===== src/rtl/md_add_order_parser.sv =====
// Extracts Add Order messages from a length-prefixed byte stream (counters only with MD_PARSER_STATS_EN).
// Latency: valid_out/err_out register on the edge that accepts a message's final byte.
// Backpressure: none; every in_valid byte is accepted, idle cycles hold all state.
module md_add_order_parser #(
    parameter logic [7:0] ADD_TYPE = 8'h41,
    parameter int         ADD_LEN  = 11,
    parameter int         CNT_W    = 16
) (
    input  logic             clk,
    input  logic             rst_n,
    input  logic             in_valid,
    input  logic [7:0]       in_data,
    input  logic             in_last,
    output logic             valid_out,
    output logic [31:0]      price_out,
    output logic [31:0]      size_out,
    output logic             side_out,
    output logic             err_out,
    output logic [CNT_W-1:0] msg_count,
    output logic [CNT_W-1:0] err_count
);
    typedef enum logic [1:0] {S_LEN, S_TYPE, S_BODY, S_SKIP} state_t;

    localparam logic [7:0] ADD_LEN_B  = 8'(ADD_LEN);
    localparam logic [3:0] BODY_FIRST = 4'(ADD_LEN - 2);
    localparam logic [7:0] SIDE_BID   = 8'h42;
    localparam logic [7:0] SIDE_ASK   = 8'h53;

    state_t      state, state_n;
    logic [3:0]  remaining, rem_n;
    logic        bad, bad_n;
    logic        len_ok, len_ok_n;
    logic [71:0] stage, stage_n;
    logic        valid_n, err_n;
    logic        msg_end;

    assign msg_end = (remaining == 4'd1);

    always_comb begin
        state_n  = state;
        rem_n    = remaining;
        bad_n    = bad;
        len_ok_n = len_ok;
        stage_n  = stage;
        valid_n  = 1'b0;
        err_n    = 1'b0;
        if (in_valid) begin
            rem_n = remaining - 4'd1;
            case (state)
                S_LEN: begin
                    bad_n    = 1'b0;
                    len_ok_n = (in_data == ADD_LEN_B);
                    rem_n    = 4'(in_data - 8'd1);
                    if (in_data < 8'd2 || in_last) begin
                        err_n = 1'b1;
                    end else begin
                        state_n = S_TYPE;
                    end
                end
                S_TYPE: begin
                    // A wrong-length add is only reported once its last byte arrives.
                    if (msg_end) begin
                        state_n = S_LEN;
                        err_n   = (in_data == ADD_TYPE) && !len_ok;
                    end else if (in_last) begin
                        state_n = S_LEN;
                        err_n   = 1'b1;
                    end else if (in_data == ADD_TYPE) begin
                        state_n = len_ok ? S_BODY : S_SKIP;
                        bad_n   = !len_ok;
                    end else begin
                        state_n = S_SKIP;
                    end
                end
                S_BODY: begin
                    stage_n = {stage[63:0], in_data};
                    if (remaining == BODY_FIRST && in_data != SIDE_BID && in_data != SIDE_ASK)
                        bad_n = 1'b1;
                    if (msg_end) begin
                        state_n = S_LEN;
                        valid_n = !bad_n;
                        err_n   = bad_n;
                    end else if (in_last) begin
                        state_n = S_LEN;
                        err_n   = 1'b1;
                    end
                end
                S_SKIP: begin
                    if (msg_end) begin
                        state_n = S_LEN;
                        err_n   = bad;
                    end else if (in_last) begin
                        state_n = S_LEN;
                        err_n   = 1'b1;
                    end
                end
                default: state_n = S_LEN;
            endcase
        end
    end

    always_ff @(posedge clk or negedge rst_n) begin
        if (!rst_n) begin
            state     <= S_LEN;
            remaining <= '0;
            bad       <= 1'b0;
            len_ok    <= 1'b0;
            stage     <= '0;
            valid_out <= 1'b0;
            err_out   <= 1'b0;
            price_out <= '0;
            size_out  <= '0;
            side_out  <= 1'b0;
        end else begin
            state     <= state_n;
            remaining <= rem_n;
            bad       <= bad_n;
            len_ok    <= len_ok_n;
            stage     <= stage_n;
            valid_out <= valid_n;
            err_out   <= err_n;
            if (valid_n) begin
                price_out <= stage_n[63:32];
                size_out  <= stage_n[31:0];
                side_out  <= (stage_n[71:64] == SIDE_ASK);
            end
        end
    end

`ifdef MD_PARSER_STATS_EN
    always_ff @(posedge clk or negedge rst_n) begin
        if (!rst_n) begin
            msg_count <= '0;
            err_count <= '0;
        end else begin
            if (valid_n && msg_count != {CNT_W{1'b1}})
                msg_count <= msg_count + CNT_W'(1);
            if (err_n && err_count != {CNT_W{1'b1}})
                err_count <= err_count + CNT_W'(1);
        end
    end
`else
    assign msg_count = '0;
    assign err_count = '0;
`endif

endmodule


===== config.mk =====
export PLATFORM = sky130hd
export DESIGN_NAME = md_add_order_parser
export DESIGN_NICKNAME = d
export VERILOG_FILES = /design/src/rtl/md_add_order_parser.sv
export SDC_FILE = /design/constraint.sdc
export NUM_CORES = 1
export LEC_CHECK = 0
export BUFFER_PORTS_ARGS = -buffer_cell sky130_fd_sc_hd__buf_2
export CORE_MARGIN = 4
export CORE_UTILIZATION = 50
export CTS_CLUSTER_SIZE = 16
export DETAILED_ROUTE_END_ITERATION = 8
export MAX_ROUTING_LAYER = met4
export PLACE_DENSITY = 0.84
export SLEW_MARGIN = 20
export SYNTH_ARGS = -nofsm -noshare
export SYNTH_HDL_FRONTEND = slang
export SYNTH_SLANG_ARGS = --single-unit

===== constraint.sdc =====
create_clock -name clk -period 5.27 [get_ports clk]
set_input_delay 0 -clock clk [delete_from_list [all_inputs] [get_ports clk]]
set_output_delay 0 -clock clk [all_outputs]
set_load 0.02 [all_outputs]

==> results summary, run 1 <==
Setup repair after global routing left no endpoint under its margin. On the final layout, the worst clock skew is 0.00845 ns. The final worst-path cycle share is 0.484. The H-tree was split into 4 levels. The clock net in this run drives a total of 139 sinks. The synthesis-to-finish area growth came out at 19.1%. The post-synthesis share of cell area spent on and, or, nand and nor gates is 0.0392. The number of buffers on the longest clock path is 2. The post-synthesis async set-or-reset flop share is 1.00. The number of inserted diodes came out at 0.

111 I/O pins were placed. The worst max-slew margin expressed relative to the limit came out at 0.329. The warning count from the yosys run came out at 0. The data required time at the worst endpoint is between 5 and 6 ns.

The number of cells upsized or downsized after cts came out at 0. The worst setup path is of the register to register kind. The portion of netlist area occupied by mux cells came out at 0.244. The count of cell types in the netlist came out at 43. Measured along the x axis, the die boundary spans between 100 and 150 µm.

The power density over the cells came out at 477 nW/µm². The critical path's largest stage delay is just under 0.8 ns. The share of post-route cells with drive strength above 1 came out at 0.468. For this run, the number of standard cells in the final layout without fillers is 654.

The leakage power came out at 0.00376 µW. The die covers 13500 µm². The share of the yosys chip area belonging to registers is 0.595.

The adder and majority cell fraction of the synthesized area is 0.0214. Counting tap cells, the placed design contains a total of just over 600 instances. The XOR/XNOR share of the synthesized area came out at 0.00300. In the layout the commonest cells are sky130_fd_sc_hd__dfrtp_1, sky130_fd_sc_hd__mux2_2, sky130_fd_sc_hd__buf_2, sky130_fd_sc_hd__conb_1, sky130_fd_sc_hd__clkbuf_16. The DRC violation count after routing is 0.

TritonCTS built the clock tree. The floorplan has 39 rows. The iteration-0 DRC count of the detailed router came out at approximately 170. STA classifies the critical path endpoint as a register.

Input and output buffers added on the ports amount to a little under 80. After legalization and detailed placement, the total HPWL measured 7180 µm. At the end of the flow, the number of nets in the layout was 520. The number of vias in the routed layout came out at between 3000 and 4000.

After detailed routing, the number of vias per cell comes to 5.17. The routability congestion estimate came out at 0.848. The cell at the root of the clock tree is sky130_fd_sc_hd__clkbuf_16.

The number of detailed-routing iterations run before antenna repair came out at 4. After synthesis the cells add up to slightly below 6000 µm². STA classifies the critical path startpoint as a register. The highest fanout seen on the critical path is 69. The via count of the first global-routing pass came to 3453.

The number of antenna violations at the first check in global routing is 0. Dividing the detail-routed wire length by the instance count gives 16.7 µm. The synthesized design contains 0 enable-type register cells. The leading cell type in the layout, fill and taps excluded is sky130_fd_sc_hd__dfrtp_1. Setup violations remaining at the end of the flow were counted as 0. The worst ir drop on vdd is 0.000376 V.

The clock reaches the later pin of the worst-skew pair after 0.41 ns. The core footprint is 11400 µm². The buffering stage count on the worst path with inverters included is 1. The first global-routing pass estimated 17500 µm of wire. After synthesis, the largest family of logic cells by area is multiplexers.

Clock-pin slew was measured on the worst setup and hold paths at ~0.060 ns. The initial cell density of the core came out at 0.512. The register bit count reported by yosys came out at approximately 140. The synthesized-area fraction occupied by ao, oa, aoi and oai cells is 0.0319. The mean instance size in the synthesized netlist is between 10 and 15 µm². The overflow left after global routing is 0. The count of antenna-violating nets left after detailed routing is 0.

Counting the buffers created by CTS gives 17. The time the final worst path needs with I/O delays and setup came out at between 2 and 3 ns. The largest net degree at the start of global routing came out at 77. Based on the critical path, the design can be clocked at up to 0.392 GHz. Counting every instance in the synthesized netlist gives just over 400.

The hold violation count in the final report is 0. The flow ran to the end, and the final reports show no timing, DRC or antenna violations. The y dimension of the die is around 120 µm. The largest individual stage delay along the critical path comes from the cell sky130_fd_sc_hd__nand3_4. At the pin with the least slew margin, the transition time is 1.01 ns. The signal on the critical path passes through inv_1 > ha_1 > nor4b_2 > nand3_4 > mux2_2. Summed over all failing endpoints, the final setup total negative slack is 0 ns.

The data arrival time of the critical path came out at ~2.8 ns. The tool flagged a number of max-cap violations equal to 0. The total routed wirelength is approximately 11000 µm. For this run, the leading register cell type out of synthesis is sky130_fd_sc_hd__dfrtp_1. The global-route usage over all layers came out at 0.173. The worst hold path belongs to the class primary input to asynchronous set/reset pin.

The number of max-slew violations in the final report came to 0. The cell family contributing the most delay on the critical path is simple AND/OR/NAND/NOR gates.
## what timing repair did
item	4_1_cts	5_1_grt
setup buffers	0	0
hold buffers	11	0
hold endpoints to repair	81	0
## state kept, by name (all words and copies together), names as in the netlist
name	count
stage	64
price_out	32
size_out	32
remaining	4
state	2
bad	1
err_out	1
len_ok	1
side_out	1
valid_out	1
## synth_stat cells, types with 2 or more instances
cell / number / share of area
sky130_fd_sc_hd__clkbuf_1: 3 / 0.0019
sky130_fd_sc_hd__ha_1: 10 / 0.021
sky130_fd_sc_hd__nand2_1: 12 / 0.0077
sky130_fd_sc_hd__a21oi_1: 3 / 0.0026
sky130_fd_sc_hd__mux2_4: 3 / 0.0077
sky130_fd_sc_hd__inv_1: 9 / 0.0058
sky130_fd_sc_hd__buf_2: 13 / 0.011
sky130_fd_sc_hd__nor4b_1: 3 / 0.0045
sky130_fd_sc_hd__xor2_1: 2 / 0.0030
sky130_fd_sc_hd__mux2_2: 122 / 0.24
sky130_fd_sc_hd__buf_6: 2 / 0.0039
sky130_fd_sc_hd__nor3b_1: 2 / 0.0026
sky130_fd_sc_hd__nor2_1: 8 / 0.0051
sky130_fd_sc_hd__nor3_1: 5 / 0.0043
sky130_fd_sc_hd__buf_4: 32 / 0.041
sky130_fd_sc_hd__dfrtp_1: 139 / 0.60
sky130_fd_sc_hd__o31ai_1: 2 / 0.0026
sky130_fd_sc_hd__o21ai_0: 13 / 0.011
## power breakdown
group	total [µW]	internal, µW	switching, µW
logic	624	289	336
clock network	1260	811	446
registers	1440	1280	163
## layout make-up
| type | count | area (µm²) |
|---|---|---|
| Inverter | 9 | 33.8 |
| Tap cell | 143 | 179 |
| Clock buffer | 20 | 447 |
| Multi-Input combinational cell | 240 | 2120 |
| Sequential cell | 139 | 3480 |
| Fill cell | 885 | 4460 |
| Clock inverter | 12 | 184 |
| Timing Repair Buffer | 91 | 522 |
## cells by family (layout without fill, tap and decap cells)
| family | after synthesis | count (layout) |
|---|---|---|
| xor gates and xnor gates | 2 | 2 |
| AOI/OAI and AO/OA | 29 | 29 |
| other | 1 | 32 |
| and+or+nand+nor | 41 | 41 |
| adders and majority gates | 10 | 10 |
| muxes | 126 | 126 |
| buffers and inverters | 60 | 132 |
| DFF | 139 | 139 |
## layer usage
layer	track usage	share of wire	up-vias
li1	-	-	1547
met3	0.0409	0.043	15
met2	0.277	0.50	97
met5	-	0	-
met4	0.0588	0.012	0
met1	0.219	0.45	1722
## per-stage QoR
step	util	setup WS [ns]	total power, µW	hold slack, ns	area, µm²
after floorplan	-	3.59	1880	-0.296	5960
after global placement	0.545	2.80	2040	0.00389	6220
after detailed placement	0.545	2.70	2080	0.0119	6220
after CTS	0.610	2.69	3350	0.150	6960
after global routing	0.610	2.56	3490	0.183	6960
final	0.610	2.72	3320	0.145	6960
## final timing paths
check,startpoint,end,slack (ns),cells past startpoint
setup / recovery,remaining[1],price_out[24],2.72,5
hold / removal,rst_n,price_out[20],0.14,2
setup reg to reg,remaining[1],price_out[24],2.72,5
hold reg to reg,size_out[0],size_out[0],0.48,2
max in group asynchronous,rst_n,size_out[30],3.77,3
min in group clk,in_data[5],stage[5],0.43,3
(Power assumes the default switching activity.)
==> run 2, diff against run 1 <==
clock period = 2.65 ns   (was 5.27 ns; I/O delays follow)
==> run 2 against run 1 <==
Compared with the run above: power up 100%; global-route usage up 1.0 points; routed wire length rose by 2.5%; first-iteration DRC count grew 38%; die area unchanged; largest power group unchanged; clock power increased by 110%; register-to-register slack got worse by 2.1 ns; utilization grew 0.64 points; via count is 0.71% higher.
==> results summary, run 2 (synthesis gave the netlist of run 1 again) <==
The run finished with clean final reports. Post-CTS repair changed the size of 0 cells. The core region is approximately 11000 µm². The final count of negative-setup-slack endpoints is 0. The half-perimeter wire length after placement is 7550 µm. The number of buffers added by the clock tree synthesis step is 17. The number of antenna violations at the first check in global routing is 0.

The TritonCTS clock tree is done. The hold violation count in the final report came out at 0. The die outline width is 116 µm. In the global route stage, met3 resource usage came out at 0.0575. The met2 layer usage reported by global route is 0.292. After clock tree synthesis, the clock-pin slew on the worst setup and hold paths is around 0.060 ns. In this run the count of I/O pins placed on the die edge is 111. The met1 layer usage reported by global route came out at 0.226. The count of antenna-violating nets left after detailed routing is 0. The switching share of power is 0.278. The clock skew is 0.00810 ns. For the final routed database, the setup TNS stands at 0 ns.

The global routing stage identified its most utilized layer as met2. Measured against its own limit, the worst slew margin works out to 0.557. The origin of the critical flop-to-flop path is state[0]. Leaving out fill and tap cells, the most frequent cells in the layout are sky130_fd_sc_hd__dfrtp_1, sky130_fd_sc_hd__mux2_2, sky130_fd_sc_hd__buf_2, sky130_fd_sc_hd__conb_1, sky130_fd_sc_hd__clkbuf_16. The routability congestion estimate came out at 0.848.

For this design the ratio of total power to cell area is 958 nW/µm². CTS placed an instance of sky130_fd_sc_hd__clkbuf_16 at the clock tree root. In the final layout, the registers with the most flip-flops are stage (64), price_out (32), size_out (32). The number of inserted diodes is 0. The clock latency at the later pin of the worst-skew pair came out at 0.41 ns.

The share of post-route cells with drive strength above 1 is 0.474. The worst hold path passes through 3 cells. The number of detailed-routing iterations run before antenna repair is 4. The average wire per standard cell came out at between 15 and 20 µm. The CTS sink count came out at 139.

The via count normalized by instance count came out at a little over 5. The number of vias in the routed layout is 3405. The via count of the first global-routing pass is roughly 3600. Port buffering added 78 buffers.

The critical path's largest stage delay is 0.47 ns. Once layout is complete, the utilization of the core stands at 0.616. The number of placement rows came out at 39. The area of the die is 13500 µm². The worst min-delay path class is primary input to register. The number of max-slew violations in the final report is 0. The number of maximum-capacitance violations is 0.

No sink is reached through more buffers than the 2 on the longest clock path. The slew at the pin closest to its max-slew limit came out at 0.664 ns. The library cell used most frequently in the layout, excluding fill and tap cells, is sky130_fd_sc_hd__dfrtp_1. Across the VDD grid, the largest voltage drop is approximately 0.00052 V. In this run the static leakage power is about 0.0038 µW.

The critical path goes through inv_1 > ha_1 > nor4b_1 > a221oi_1 > and2_1 > a32o_1. In the finished design, the share of the clock period the worst path needs comes to 0.756. For this run, the post-layout net count is 523. The number of H-tree levels is 4. The iteration-0 DRC count of the detailed router is 231. The path with the worst hold slack has its endpoint at stage[1]. The power share of the clock group came out at 0.386. The cell depth of the worst flop-to-flop path came out at 6. The cell-internal power is 4860 µW. The worst hold path startpoint is in_data[1]. The endpoint class of the critical path is a register.

The worst setup path is launched from a register. The data arrival time of the critical path came out at ~2.3 ns. The time the final worst path needs with I/O delays and setup is 2.00 ns.

The largest net degree at the start of global routing is 75. Setup slack on the critical path of the routed design comes to 0.646 ns. The worst slack after detailed placement is 0.694 ns. The flip-flop count of the largest register after layout came out at 64. Global routing finished with a remaining overflow of 0.

The fraction of power consumed by combinational cells is 0.186. The endpoint of the worst-slack reg-to-reg timing path is state[1]. The net switching component of the power is 1870 µW. The master of the slowest instance on the critical path is sky130_fd_sc_hd__ha_1.

In the global route stage, overall resource usage came out at 0.184. The slack of the worst reg-to-reg path came out at 0.65 ns. The initial cell density of the core is 0.512. For this block, the routed nets add up to 11200 µm of wire. More flip-flops sit in one register than any other, and that register is stage. The worst setup path category is register to register. The y dimension of the die is ~120 µm. STA puts the critical path data required time at roughly 3.0 ns. The top achievable clock speed came out at 0.499 GHz. The DRC violation count after routing came out at 0. The first-pass GRT wire length came out at 18400 µm. The portion of total power attributed to sequential cells came out at 0.428. Compared with the post-synthesis result, the final layout area differs by 20.3%. The highest fanout seen on the critical path is 14. Setup repair after global routing left no endpoint under its margin.
==> run 2: final cells by class <==
cell class              count  area [µm²]
repair buffers             94         567
clock buffers              21         470
flip-flops and latches    139        3480
well taps                 143         179
inverters                   9        33.8
fillers                   869        4390
clock inverters            10         188
multi-input cells         240        2120
==> run 2: power groups by stage <==
stage                     combinational, µW  clock [µW]  sequential, µW
after detailed placement               1230           0            2910
after floorplan                         819           0            2920
after global placement                 1180           0            2890
after CTS                              1260        2650            2890
after global routing                   1370        2750            2940
final                                  1250        2600            2880
==> run 2: metrics by stage <==
| step | instances | hold slack [ns] | area [µm²] | power [µW] |
|---|---|---|---|---|
| floorplan | 439 | -0.296 | 5960 | 3730 |
| global route | 656 | 0.0716 | 7030 | 7060 |
| global placement | 615 | 0.0528 | 6270 | 4070 |
| CTS | 656 | 0.0233 | 7030 | 6800 |
| detailed placement | 615 | 0.0647 | 6270 | 4140 |
| finish | 656 | 0.0548 | 7030 | 6740 |
==> run 2: metal layers <==
metal / part of all wire / vias up
li1: - / 1557
met4: 0.020 / 0
met5: 0 / -
met3: 0.054 / 24
met2: 0.50 / 102
met1: 0.43 / 1722
==> run 2: timing repair <==
item | CTS | global route
hold endpoints to repair | 88 | 0
hold buffers | 10 | 0
buffers inserted | 0 | 0
==> run 2: worst max path at each step <==
stage | start | endpoint | depth (start not counted)
finish | state[0] | state[1] | 6
global route | state[0] | state[1] | 6
CTS | state[0] | stage[16] | 5
detailed placement | state[0] | state[1] | 6
global placement | state[0] | stage[33] | 5
floorplan | remaining[1] | price_out[13] | 7
==> run 2: worst max-delay path: cells and delay by family (launching register included) <==
kind	cells	cell delay [ns]
AO/OA/AOI/OAI	2	0.38
AND/OR/NAND/NOR	2	0.51
buffers and inverters	1	0.10
flip-flops	1	0.43
adder cells (fa/ha/maj)	1	0.47
==> run 3, diff against run 2 <==
ABC_AREA = 1   (was unset)
PLACE_DENSITY = 0.86   (was 0.84)
clock period = 1.8 ns   (was 2.65 ns; I/O delays follow)
==> run 3 against run 2 <==
Compared with the run above: utilization fell by 1.1 points; clock power rose by 42%; die area rose by 9.4%; critical path type unchanged; sequential share of layout area fell by 1.3 points; flip-flop and latch count rose by 8; non-clock buffer count rose by 9.
==> results summary, run 3 <==
Of the available clock period, the critical path in the final layout requires 0.927. At the pin with the least slew margin, the transition time is 0.531 ns. The count of buffers added on input and output ports is 78.

The post-layout net count is roughly 790. Of the synthesized area, sequential elements account for 0.571. The TritonCTS clock tree is done. Data on the critical path is required at its endpoint by 2.16 ns. The number of placement rows is 41.

After legalization and detailed placement, the total HPWL measured about 8600 µm. In this run the cell area of the synthesized design comes to 6440 µm². The leakage power came out at 0.00384 µW.

The count of non-filler cells in the finished layout is 949. Of all nets on the critical path, the largest fanout is 7. The clock skew came out at 0.00715 ns. The proportion of netlist area held by the largest area contributor is 0.571. Summing all non-filler instances in the final layout gives an area of 7630 µm². The flip-flop count of the largest register after layout came out at 72. Across the VDD grid, the largest voltage drop is roughly 0.0012 V. The worst max-slew margin expressed relative to the limit came out at 0.646.

The top achievable clock speed came out at 0.599 GHz. The via count of the first global-routing pass is approximately 4400. The cell-internal power came out at 7110 µW. Dividing the detail-routed via count by the number of cells gives between 4 and 5. Entering global routing, the biggest net connects 91 pins. In this run the worst hold path is classified as primary input to asynchronous set/reset pin. During I/O placement, the number of pins put on the boundary was 111. The worst slack after detailed placement came out at 0.0493 ns.

The type of origin of the critical path is a register. The tightest hold path in the finished design has a slack of around 0.11 ns. The switching share of power came out at 0.315. In this run the number of H-tree levels came out at 4. For this run, the total global-route usage over all layers was measured as 0.193.

After synthesis, the cell types taking the most area are sky130_fd_sc_hd__dfrtp_1, sky130_fd_sc_hd__nand2_1, sky130_fd_sc_hd__o21ai_2. The most frequent cell after synthesis is sky130_fd_sc_hd__nand2_1. The number of antenna diodes in the final layout is 0. The cell type contributing the most total cell area after synthesis is sky130_fd_sc_hd__dfrtp_1. The most instantiated flip-flop cell in the synthesis netlist is sky130_fd_sc_hd__dfrtp_1. Leaving out fill and tap cells, the most frequent cells in the layout are sky130_fd_sc_hd__nand2_1, sky130_fd_sc_hd__dfrtp_1, sky130_fd_sc_hd__inv_1, sky130_fd_sc_hd__buf_2, sky130_fd_sc_hd__o21ai_0. The die outline width is between 100 and 150 µm. The warning count from the yosys run came out at 0. By count the netlist is led by sky130_fd_sc_hd__nand2_1, sky130_fd_sc_hd__dfrtp_1, sky130_fd_sc_hd__inv_1.

Of the total power, the clock network draws 0.354. The number of buffers added by the clock tree synthesis step came out at 17. The power density over the cells is 1360 nW/µm². For this run, design rule violations remaining after detail routing come to 0.

The worst setup path category is register to register. The data arrival time of the critical path came out at approximately 2 ns. The die covers 14800 µm². The time the final worst path needs with I/O delays and setup came out at 1.67 ns. The count of antenna-violating nets left after detailed routing is 0.

The core footprint came out at 12600 µm². After layout, the worst setup slack is around 0.13 ns. The y dimension of the die came out at 121 µm.

The number of max-slew violations in the final report came out at 0. The number of vias in the routed layout came out at about 4500. The number of placed instances with taps included came out at 903. Synthesis handed over a netlist of 674 instances. The power after layout is 10400 µW. The CTS sink count is 147.

The first-pass GRT wire length is 21500 µm. The number of antenna violations at the first check in global routing came to 0. The number of maximum-capacitance violations came out at 0. The final count of negative-setup-slack endpoints came out at 0.

The hold violation count in the final report came to 0. The average wire per standard cell is 13.5 µm. The register bit count reported by yosys came out at about 150. For this run, asynchronously set or reset flops after synthesis account for 1.00. Counting flops with a built-in enable in the synthesized netlist gives 0.

The share of total power dissipated in combinational logic is 0.229. The portion of total power attributed to sequential cells is 0.417. The share of post-route cells with drive strength above 1 is 0.236.

The first routing iteration left 387 violations. The pre-antenna-repair detailed-routing pass consisted of 5 iterations. The register with the most flip-flops in the final layout is stage. The leading cell type in the layout, fill and taps excluded is sky130_fd_sc_hd__nand2_1. The number of buffers on the longest clock path is 2.

The total routed wirelength is 12800 µm. In the final layout, the registers with the most flip-flops are stage (72), price_out (32), size_out (32). The initial cell density of the core came out at 0.510. For this run the aggregate overflow at the end of global routing stands at 0.

The clock reaches the later pin of the worst-skew pair after 0.42 ns. The filler cells instantiated in the layout total 1068. The mean instance size in the synthesized netlist is 9.55 µm². The endpoint class of the critical path is a register.

The count of cell types in the netlist came out at 28. The clock transition at the register clock pins on the worst setup and hold paths after CTS came out at 0.06 ns. The flow ran to the end, and the final reports show no timing, DRC or antenna violations. The placed standard-cell area came out at 6850 µm². The net switching component of the power is 3270 µW. The routability congestion estimate is 0.928. The area growth from synthesis to layout is 18.5%. The cell sitting at the root of the clock tree is a sky130_fd_sc_hd__clkbuf_16.
run 3: changes by cell type after synthesis, sizes merged, moves of 4 or more:
cell	delta
mux2	-125
nor2	+10
o21ai	+126
nand3	+12
clkbuf	+7
nand2	+169
buf	+5
nor4b	-4
inv	+76
dfrtp	+8
run 3: cell type report:
| cell class | instances | area [µm²] | share of cell area |
|---|---|---|---|
| Clock buffer | 25 | 505 | 0.0662 |
| Clock inverter | 7 | 120 | 0.0157 |
| Inverter | 85 | 325 | 0.0426 |
| Multi-Input combinational cell | 410 | 2110 | 0.276 |
| Sequential cell | 147 | 3680 | 0.482 |
| Tap cell | 172 | 215 | 0.0282 |
| Timing Repair Buffer | 103 | 681 | 0.0892 |
run 3: critical path: stages (launching register included):
cell and delay, ns:
sky130_fd_sc_hd__dfrtp_1 0.39, sky130_fd_sc_hd__inv_1 0.11, sky130_fd_sc_hd__ha_4 0.20, sky130_fd_sc_hd__nand2_4 0.11
sky130_fd_sc_hd__clkinvlp_4 0.16, sky130_fd_sc_hd__or2_1 0.25, sky130_fd_sc_hd__o21ai_2 0.08, sky130_fd_sc_hd__nand2_1 0.07
sky130_fd_sc_hd__nor2_1 0.08, sky130_fd_sc_hd__nand3_1 0.08, sky130_fd_sc_hd__nand2_1 0.07
run 3: path summary, 6_finish.rpt:
kind / slack (ns) / to / startpoint / cells after the start
max: 0.13 / side_out / state[0] / 10
min: 0.11 / stage[32] / rst_n / 2
max reg2reg: 0.13 / side_out / state[0] / 10
min reg2reg: 0.48 / price_out[4] / price_out[4] / 2
max in group asynchronous: 1.02 / stage[47] / rst_n / 3
min in group clk: 0.44 / size_out[7] / in_data[7] / 4
run 3: logic make-up (layout without fill, tap and decap cells):
kind of cell,count (synthesis),after routing,share of synthesized area
and+or+nand+nor,216,216,0.132
AOI/OAI and AO/OA,149,149,0.149
buffers and inverters,148,220,0.123
DFF,147,147,0.571
adders and majority gates,10,10,0.0194
xor gates and xnor gates,3,3,0.00408
other,1,32,0.000582
run 3: metal layers:
layer	track usage	up-vias	part of all wire	wire [µm]
met2	0.292	117	0.48	6150
met4	0.0784	0	0.019	249
met1	0.252	2159	0.46	5840
li1	-	2230	-	-
met3	0.0462	21	0.044	570
met5	-	-	0	0
run 3: power by group through the flow:
stage | registers (µW) | logic, µW | clock network, µW
after floorplan | 4500 | 1510 | 0
after global placement | 4350 | 2210 | 0
after detailed placement | 4370 | 2290 | 0
after CTS | 4330 | 2350 | 3730
after global routing | 4420 | 2700 | 3870
final | 4330 | 2370 | 3680
run 3: repair_timing:
| action | in CTS | in global routing |
|---|---|---|
| resized for setup | 1 | 6 |
| endpoints found under the hold margin | 110 | 0 |
| setup endpoints to repair | 1 | 2 |
| hold buffers | 12 | 0 |
| pin swaps | 0 | 0 |
| setup buffers | 0 | 2 |
run 3: through the flow:
step                utilization  setup TNS (ns)
global placement          0.543               0
detailed placement        0.543               0
finish                    0.605               0
CTS                       0.602               0
floorplan                     -               0
global route              0.605        -0.00528
